[config.mk]
export PLATFORM = sky130hd
export DESIGN_NAME = set_mode_ctrl_flat
export DESIGN_NICKNAME = d
export VERILOG_FILES = /design/src/rtl/set_mode_ctrl_if.sv /design/src/rtl/set_mode_ctrl.sv /design/src/flat_wrapper.sv
export SDC_FILE = /design/constraint.sdc
export NUM_CORES = 1
export LEC_CHECK = 0
export CAP_MARGIN = 20
export CORE_AREA = 2 2 51 53
export CTS_BUF_LIST = sky130_fd_sc_hd__clkbuf_8
export DETAILED_ROUTE_END_ITERATION = 6
export DIE_AREA = 0 0 53 55
export PLACE_DENSITY = 0.76
export RECOVER_POWER = 100
export SLEW_MARGIN = 20
export SYNTH_ARGS = -nofsm -noshare
export SYNTH_HDL_FRONTEND = slang
export SYNTH_SLANG_ARGS = --single-unit
[constraint.sdc]
create_clock -name clk -period 1.8 [get_ports clk]
set_clock_uncertainty 0.05 [all_clocks]
set_input_delay 0.18 -clock clk [delete_from_list [all_inputs] [get_ports clk]]
set_output_delay 0.18 -clock clk [all_outputs]
set_load 0.02 [all_outputs]
[src/rtl/set_mode_ctrl_if.sv]
// Button inputs and counter-chain controls of the alarm-clock front-panel sequencer.
interface set_mode_ctrl_if;
  logic       mode_btn;
  logic       adv_btn;
  logic       alarm_tgl;
  logic       snooze_btn;
  logic       buzz_in;
  logic       timeset;
  logic       alarmset;
  logic       minadv;
  logic       hrsadv;
  logic       dayadv;
  logic       dateadv;
  logic       monthadv;
  logic       alarmon;
  logic       buzz_out;
  logic [2:0] mode_st;

  modport master (
    output mode_btn, adv_btn, alarm_tgl, snooze_btn, buzz_in,
    input  timeset, alarmset, minadv, hrsadv, dayadv, dateadv, monthadv,
           alarmon, buzz_out, mode_st
  );

  modport slave (
    input  mode_btn, adv_btn, alarm_tgl, snooze_btn, buzz_in,
    output timeset, alarmset, minadv, hrsadv, dayadv, dateadv, monthadv,
           alarmon, buzz_out, mode_st
  );
endinterface

[src/rtl/set_mode_ctrl.sv]
// Front-panel sequencer: mode stepping, advance with hold auto-repeat, idle timeout, alarm arm.
// Optional alarm snooze is built when the SNOOZE_EN macro is defined.
module set_mode_ctrl #(
  parameter int unsigned TIMEOUT    = 30,
  parameter int unsigned HOLD_DLY   = 2,
  parameter int unsigned SNOOZE_CYC = 300
) (
  input logic            clk,
  input logic            rst,
  set_mode_ctrl_if.slave bus
);
  localparam int unsigned IDLE_W = $clog2(TIMEOUT + 1);
  localparam int unsigned HOLD_W = $clog2(HOLD_DLY + 1);

  typedef enum logic [2:0] {
    RUN       = 3'd0,
    SET_MIN   = 3'd1,
    SET_HRS   = 3'd2,
    SET_DAY   = 3'd3,
    SET_DATE  = 3'd4,
    SET_MONTH = 3'd5,
    AL_MIN    = 3'd6,
    AL_HRS    = 3'd7
  } state_t;

  state_t              r_state, w_state_nxt;
  logic                r_mode_q, r_adv_q, r_tgl_q;
  logic [IDLE_W-1:0]   r_idle, w_idle_nxt;
  logic [HOLD_W-1:0]   r_hold, w_hold_nxt;
  logic                r_armed, w_armed_nxt;
  logic                r_alarmon, w_alarmon_nxt;
  logic [4:0]          r_adv, w_adv_nxt;
  logic                r_timeset, r_alarmset, r_buzz;
  logic                w_buzz_nxt;
  logic                w_mode_e, w_adv_e, w_tgl_e, w_set, w_fire;

  assign w_mode_e = bus.mode_btn  & ~r_mode_q;
  assign w_adv_e  = bus.adv_btn   & ~r_adv_q;
  assign w_tgl_e  = bus.alarm_tgl & ~r_tgl_q;
  assign w_set    = (r_state != RUN);

  // Repeat only after an accepted press; armed drops on release or on a mode step.
  assign w_fire = w_set & ~w_mode_e &
                  (w_adv_e | (bus.adv_btn & r_armed & ((32'(r_hold) + 32'd1) >= HOLD_DLY)));

  always_comb begin
    w_state_nxt   = r_state;
    w_idle_nxt    = '0;
    w_hold_nxt    = r_hold;
    w_armed_nxt   = r_armed;
    w_adv_nxt     = '0;
    w_alarmon_nxt = r_alarmon ^ w_tgl_e;
    if (!bus.adv_btn) begin
      w_hold_nxt  = '0;
      w_armed_nxt = 1'b0;
    end
    if (w_mode_e) begin
      w_state_nxt = state_t'(r_state + 3'd1);
      w_hold_nxt  = '0;
      w_armed_nxt = 1'b0;
    end else if (w_set) begin
      if (w_adv_e) begin
        w_hold_nxt  = '0;
        w_armed_nxt = 1'b1;
      end else if (bus.adv_btn && r_armed && (32'(r_hold) < HOLD_DLY)) begin
        w_hold_nxt = r_hold + 1'b1;
      end
      if (w_fire) begin
        case (r_state)
          SET_MIN, AL_MIN: w_adv_nxt[0] = 1'b1;
          SET_HRS, AL_HRS: w_adv_nxt[1] = 1'b1;
          SET_DAY:         w_adv_nxt[2] = 1'b1;
          SET_DATE:        w_adv_nxt[3] = 1'b1;
          SET_MONTH:       w_adv_nxt[4] = 1'b1;
          default:         w_adv_nxt    = '0;
        endcase
      end
      if (!(w_adv_e || w_tgl_e || bus.adv_btn)) begin
        if ((32'(r_idle) + 32'd1) >= TIMEOUT) begin
          w_state_nxt = RUN;
          w_hold_nxt  = '0;
          w_armed_nxt = 1'b0;
        end else begin
          w_idle_nxt = r_idle + 1'b1;
        end
      end
    end
  end

`ifdef SNOOZE_EN
  localparam int unsigned SNZ_W = $clog2(SNOOZE_CYC + 1);

  logic             r_snz_q;
  logic [SNZ_W-1:0] r_snz, w_snz_nxt;
  logic             w_snz_e;

  assign w_snz_e = bus.snooze_btn & ~r_snz_q;

  always_comb begin
    w_snz_nxt = r_snz;
    if (w_tgl_e && r_alarmon) begin
      w_snz_nxt = '0;
    end else if (w_snz_e && bus.buzz_in && r_alarmon) begin
      w_snz_nxt = SNZ_W'(SNOOZE_CYC);
    end else if (r_snz != '0) begin
      w_snz_nxt = r_snz - 1'b1;
    end
  end

  always_ff @(posedge clk or negedge rst) begin
    if (!rst) begin
      r_snz_q <= 1'b1;
      r_snz   <= '0;
    end else begin
      r_snz_q <= bus.snooze_btn;
      r_snz   <= w_snz_nxt;
    end
  end

  assign w_buzz_nxt = bus.buzz_in & w_alarmon_nxt & (w_snz_nxt == '0);
`else
  logic w_unused_snooze;
  assign w_unused_snooze = bus.snooze_btn;
  assign w_buzz_nxt      = bus.buzz_in & w_alarmon_nxt;
`endif

  always_ff @(posedge clk or negedge rst) begin
    if (!rst) begin
      r_state    <= RUN;
      r_mode_q   <= 1'b1;
      r_adv_q    <= 1'b1;
      r_tgl_q    <= 1'b1;
      r_idle     <= '0;
      r_hold     <= '0;
      r_armed    <= 1'b0;
      r_alarmon  <= 1'b0;
      r_adv      <= '0;
      r_timeset  <= 1'b0;
      r_alarmset <= 1'b0;
      r_buzz     <= 1'b0;
    end else begin
      r_state    <= w_state_nxt;
      r_mode_q   <= bus.mode_btn;
      r_adv_q    <= bus.adv_btn;
      r_tgl_q    <= bus.alarm_tgl;
      r_idle     <= w_idle_nxt;
      r_hold     <= w_hold_nxt;
      r_armed    <= w_armed_nxt;
      r_alarmon  <= w_alarmon_nxt;
      r_adv      <= w_adv_nxt;
      r_timeset  <= (w_state_nxt >= SET_MIN) && (w_state_nxt <= SET_MONTH);
      r_alarmset <= (w_state_nxt == AL_MIN) || (w_state_nxt == AL_HRS);
      r_buzz     <= w_buzz_nxt;
    end
  end

  assign bus.mode_st  = r_state;
  assign bus.timeset  = r_timeset;
  assign bus.alarmset = r_alarmset;
  assign bus.minadv   = r_adv[0];
  assign bus.hrsadv   = r_adv[1];
  assign bus.dayadv   = r_adv[2];
  assign bus.dateadv  = r_adv[3];
  assign bus.monthadv = r_adv[4];
  assign bus.alarmon  = r_alarmon;
  assign bus.buzz_out = r_buzz;
endmodule

[src/flat_wrapper.sv]
// flat-port wrapper written by rule: the top's interface ports become plain ports
module set_mode_ctrl_flat 
#(
  parameter int unsigned TIMEOUT    = 30,
  parameter int unsigned HOLD_DLY   = 2,
  parameter int unsigned SNOOZE_CYC = 300
)
  (clk, rst, bus_mode_btn, bus_adv_btn, bus_alarm_tgl, bus_snooze_btn, bus_buzz_in, bus_timeset, bus_alarmset, bus_minadv, bus_hrsadv, bus_dayadv, bus_dateadv, bus_monthadv, bus_alarmon, bus_buzz_out, bus_mode_st);
  set_mode_ctrl_if bus_i ();
  input logic clk;
  input logic rst;
  input wire logic [$bits(bus_i.mode_btn)-1:0] bus_mode_btn;
  input wire logic [$bits(bus_i.adv_btn)-1:0] bus_adv_btn;
  input wire logic [$bits(bus_i.alarm_tgl)-1:0] bus_alarm_tgl;
  input wire logic [$bits(bus_i.snooze_btn)-1:0] bus_snooze_btn;
  input wire logic [$bits(bus_i.buzz_in)-1:0] bus_buzz_in;
  output wire logic [$bits(bus_i.timeset)-1:0] bus_timeset;
  output wire logic [$bits(bus_i.alarmset)-1:0] bus_alarmset;
  output wire logic [$bits(bus_i.minadv)-1:0] bus_minadv;
  output wire logic [$bits(bus_i.hrsadv)-1:0] bus_hrsadv;
  output wire logic [$bits(bus_i.dayadv)-1:0] bus_dayadv;
  output wire logic [$bits(bus_i.dateadv)-1:0] bus_dateadv;
  output wire logic [$bits(bus_i.monthadv)-1:0] bus_monthadv;
  output wire logic [$bits(bus_i.alarmon)-1:0] bus_alarmon;
  output wire logic [$bits(bus_i.buzz_out)-1:0] bus_buzz_out;
  output wire logic [$bits(bus_i.mode_st)-1:0] bus_mode_st;
  assign bus_i.mode_btn = bus_mode_btn;
  assign bus_i.adv_btn = bus_adv_btn;
  assign bus_i.alarm_tgl = bus_alarm_tgl;
  assign bus_i.snooze_btn = bus_snooze_btn;
  assign bus_i.buzz_in = bus_buzz_in;
  assign bus_timeset = bus_i.timeset;
  assign bus_alarmset = bus_i.alarmset;
  assign bus_minadv = bus_i.minadv;
  assign bus_hrsadv = bus_i.hrsadv;
  assign bus_dayadv = bus_i.dayadv;
  assign bus_dateadv = bus_i.dateadv;
  assign bus_monthadv = bus_i.monthadv;
  assign bus_alarmon = bus_i.alarmon;
  assign bus_buzz_out = bus_i.buzz_out;
  assign bus_mode_st = bus_i.mode_st;
  set_mode_ctrl #(.TIMEOUT(TIMEOUT), .HOLD_DLY(HOLD_DLY), .SNOOZE_CYC(SNOOZE_CYC)) u_core (.clk(clk), .rst(rst), .bus(bus_i));
endmodule
==> results of run 1 <==
-- cells in the final DEF (no fill, tap or decap), types with 3 or more instances in the layout --
cell / instances
a21oi_1: 4
buf_4: 9
and3_1: 3
nand2_1: 5
nand3_1: 3
nor2b_1: 3
dfrtp_2: 4
nor3_1: 4
dfstp_2: 3
nand2b_1: 3
ha_1: 5
nor2_1: 9
dfrtp_1: 16
xor2_1: 3
dlygate4sd3_1: 14
clkdlybuf4s50_1: 3
inv_1: 6
clkbuf_8: 3
-- stage by stage --
stage / utilization / setup WS, ns / cells / total power, mW
2_1_floorplan: - / 0.0294 / 103 / 1.05
3_3_place_gp: 0.590 / 0.0296 / 158 / 1.32
3_5_place_dp: 0.590 / 0.000741 / 158 / 1.33
4_1_cts: 0.621 / 0.000506 / 163 / 1.66
5_1_grt: 0.640 / -0.0370 / 164 / 1.79
6_report: 0.640 / 0.0324 / 164 / 1.67
-- routing by layer --
metal	wire, um	global-route usage	vias to the layer above	part of all wire
met5	0	0	-	0
met4	89	0.111	0	0.040
met3	126	0.0376	12	0.056
met2	1110	0.263	28	0.50
met1	913	0.214	403	0.41
li1	-	-	415	-
-- sequential cells by signal, summed over array words and instances (netlist names) --
signal,cells
u_core.bus.alarmon,1
u_core.bus.timeset,1
u_core.r_adv_q,1
u_core.r_idle,5
u_core.bus.alarmset,1
u_core.r_tgl_q,1
u_core.r_mode_q,1
u_core.bus.buzz_out,1
u_core.r_armed,1
u_core.r_hold,2
u_core.bus.mode_st,3
u_core.r_adv,5
-- logic make-up after synthesis --
group	Yosys count	share of synthesized area
multiplexers	2	0.0178
AO/OA/AOI/OAI	16	0.109
buffers and inverters	8	0.0344
AND/OR/NAND/NOR	42	0.205
adder cells (fa/ha/maj)	8	0.0888
XOR/XNOR	4	0.0311
flip-flops	23	0.514
-- power breakdown --
part	total [mW]	internal [mW]	leakage (nW)	switching, mW
combinational	0.701	0.338	0.399	0.363
sequential	0.668	0.604	0.292	0.0639
clock	0.302	0.152	0.0269	0.150
-- worst reg2reg max path: cells and delay by family (launching register included) --
kind,cells,cell delay [ns]
fa+ha+maj,1,0.17
xor+xnor,1,0.15
simple gates,1,0.20
compound gates,3,0.68
flops,1,0.45
-- area by class of cell --
cell class / count / share of cell area
clock buffer: 3 / 0.0273
clock inverter: 1 / 0.00248
inverter: 6 / 0.0149
multi-input combinational: 72 / 0.378
sequential: 23 / 0.386
tap: 30 / 0.0248
timing repair buffer: 29 / 0.167
-- what timing repair did --
| action | CTS | global route |
|---|---|---|
| resized for setup | 4 | 12 |
| setup buffers | 1 | 1 |
| pin swaps | 0 | 6 |
| cloned | 0 | 0 |
| endpoints found under the setup margin | 2 | 8 |
-- final timing paths --
check	to	startpoint	slack [ns]
max	u_core.bus.timeset$_DFF_PN0_	u_core.r_idle[0]$_DFF_PN0_	0.03
min reg2reg	u_core.bus.alarmon$_DFF_PN0_	u_core.bus.alarmon$_DFF_PN0_	0.42
min in group asynchronous	u_core.r_adv[3]$_DFF_PN0_	rst	0.57
max in group asynchronous	u_core.r_idle[0]$_DFF_PN0_	rst	0.33
max reg2reg	u_core.bus.timeset$_DFF_PN0_	u_core.r_idle[0]$_DFF_PN0_	0.03
min	u_core.bus.alarmon$_DFF_PN0_	u_core.bus.alarmon$_DFF_PN0_	0.42
==> impl_metrics.sql, run 1 <==
INSERT INTO impl_metrics (metric_group, metric, value, unit) VALUES
('synth', 'yosysWarningCount', '0', ''),
('cells_and_area', 'area_of_the_multi_input_gates', '572', 'sq um'),
('synth', 'syn-mean-instance-area', '10.9', 'sq um'),
('critical_path', 'worst-r2r-cell-count', '6', ''),
('clock_tree', 'cts_inserted_buffers', '3', ''),
('sta', 'layout_worst_path_cycle_share', '0.982', ''),
('sta', 'hold_ws', '0.423', 'ns'),
('sta', 'relSlewSlack', '0.191', ''),
('synth', 'synth_flop_cell', 'dfrtp_1', ''),
('synth', 'yosys.area.top_type_share', '0.444', ''),
('drt', 'drtAntennaViolNets', '0', ''),
('synth', 'yosys.cell_count.top_type', 'dfrtp_1', ''),
('sta', 'period_minus_slack', '1.77', 'ns'),
('critical_path', 'critical_path.max_stage_delay', '0.45', 'ns'),
('critical_path', 'worst-endpoint-required', '1.94', 'ns'),
('synth', 'synth.area.top_cells', 'dfrtp_1 44%, ha_1 8.9%, dfstp_2 7.0%', ''),
('clock_tree', 'cts_root_buffer', 'clkbuf_8', ''),
('clock_tree', 'tritoncts', 'done', ''),
('critical_path', 'setup.worst_path.start_class', 'flop', ''),
('drt', 'initialDrtViolationCount', '18', ''),
('power', 'cellLeakagePower', '0.718', 'nW'),
('cells_and_area', 'fin_area', '1510', 'sq um'),
('cells_and_area', 'final-seq-area', '584', 'sq um'),
('sta', 'max_freq', '566', 'MHz'),
('drt', 'wl_per_cell', '13.7', 'um'),
('critical_path', 'endpoint_kind', 'flop', ''),
('synth', 'post_synth_most_frequent_cells', '20 x dfrtp_1, 11 x nor2_1, 8 x ha_1', ''),
('global_routing', 'globalRouteTotalUtil', '0.169', ''),
('synth', 'synth-edff-count', '0', ''),
('floorplan', 'die_footprint', '2920', 'sq um'),
('global_routing', 'wire_length_of_the_first_global_routing_pass', '3510', 'um'),
('power', 'vdd_ir_drop_max', '0.894', 'mV'),
('clock_tree', 'clk_pin_slew', '0.08', 'ns'),
('drt', 'detail_route.vias_per_cell', '5.23', ''),
('critical_path', 'cp_num_cells', '6', ''),
('placed_design', 'weighted_congestion_reported_at_the_end_of_routability_driven_placement', '0.816', ''),
('critical_path', 'critPathMaxFanout', '3', ''),
('synth', 'syn-cell-area', '1130', 'sq um'),
('critical_path', 'cp.buffers_inverters', '0', ''),
('sta', 'timing_worst_slew_pin_value', '1.21', 'ns'),
('clock_tree', 'cts_max_path_buffers', '2', ''),
('placed_design', 'post_dp_cell_area', '1400', 'sq um'),
('global_routing', 'initial_antenna_violation_count', '0', ''),
('drt', 'dr.pass1.iters', '4', ''),
('clock_tree', 'holdBufCountCts', '0', ''),
('synth', 'synthCells', '103', ''),
('floorplan', 'die_w', '53', 'um'),
('synth', 'synthesis.nets', '118', ''),
('synth', 'synth_top_cell_by_area', 'dfrtp_1', ''),
('cells_and_area', 'antennaDiodeCount', '0', ''),
('sta', 'hold_viol', '0', ''),
('critical_path', 'crit_chain', 'ha_4 > xor2_1 > and3_4 > a32o_2 > a211o_1 > o2bb2ai_2', ''),
('sta', 'grt_setup_unrepaired', 'true', ''),
('hold_path', 'class_of_the_worst_hold_path', 'reg -> reg', ''),
('floorplan', 'dieHeight', '55', 'um'),
('sta', 'finalSetupViolations', '0', ''),
('cells_and_area', 'finalNetCount', '150', ''),
('synth', 'yosysSeqAreaShare', '0.514', ''),
('critical_path', 'criticalPathCategory', 'reg -> reg', ''),
('clock_tree', 'clkLatencyLatePin', '0.26', 'ns'),
('floorplan', 'starting_density', '0.477', ''),
('clock_tree', 'cts_htree_levels', '1', ''),
('hold_path', 'min_path_cells', '1', ''),
('placed_design', 'placement.io_buffers', '17', ''),
('sta', 'report.final.slew_viol_count', '0', ''),
('synth', 'synth_seq_cells', '23', ''),
('run_status', 'run_status', 'finished, final reports clean', ''),
('drt', 'wl', '2240', 'um'),
('global_routing', 'grt_max_degree', '24', ''),
('critical_path', 'arrival', '1.91', 'ns'),
('critical_path', 'timing.critical_path.max_delay_family', 'compound AO/OA/AOI/OAI gates', '');
Note: power is estimated with default switching activity, not from simulation.
==> run 2: changes to the inputs <==
--- a/config.mk
+++ b/config.mk
@@ -12,6 +12,7 @@
 export DIE_AREA = 0 0 53 55
 export PLACE_DENSITY = 0.76
 export RECOVER_POWER = 100
+export SKIP_LAST_GASP = 1
 export SLEW_MARGIN = 20
 export SYNTH_ARGS = -nofsm -noshare
 export SYNTH_HDL_FRONTEND = slang
==> results of run 2 <==
Same layout as run 1: the final DEF is identical, and so are final timing and power.
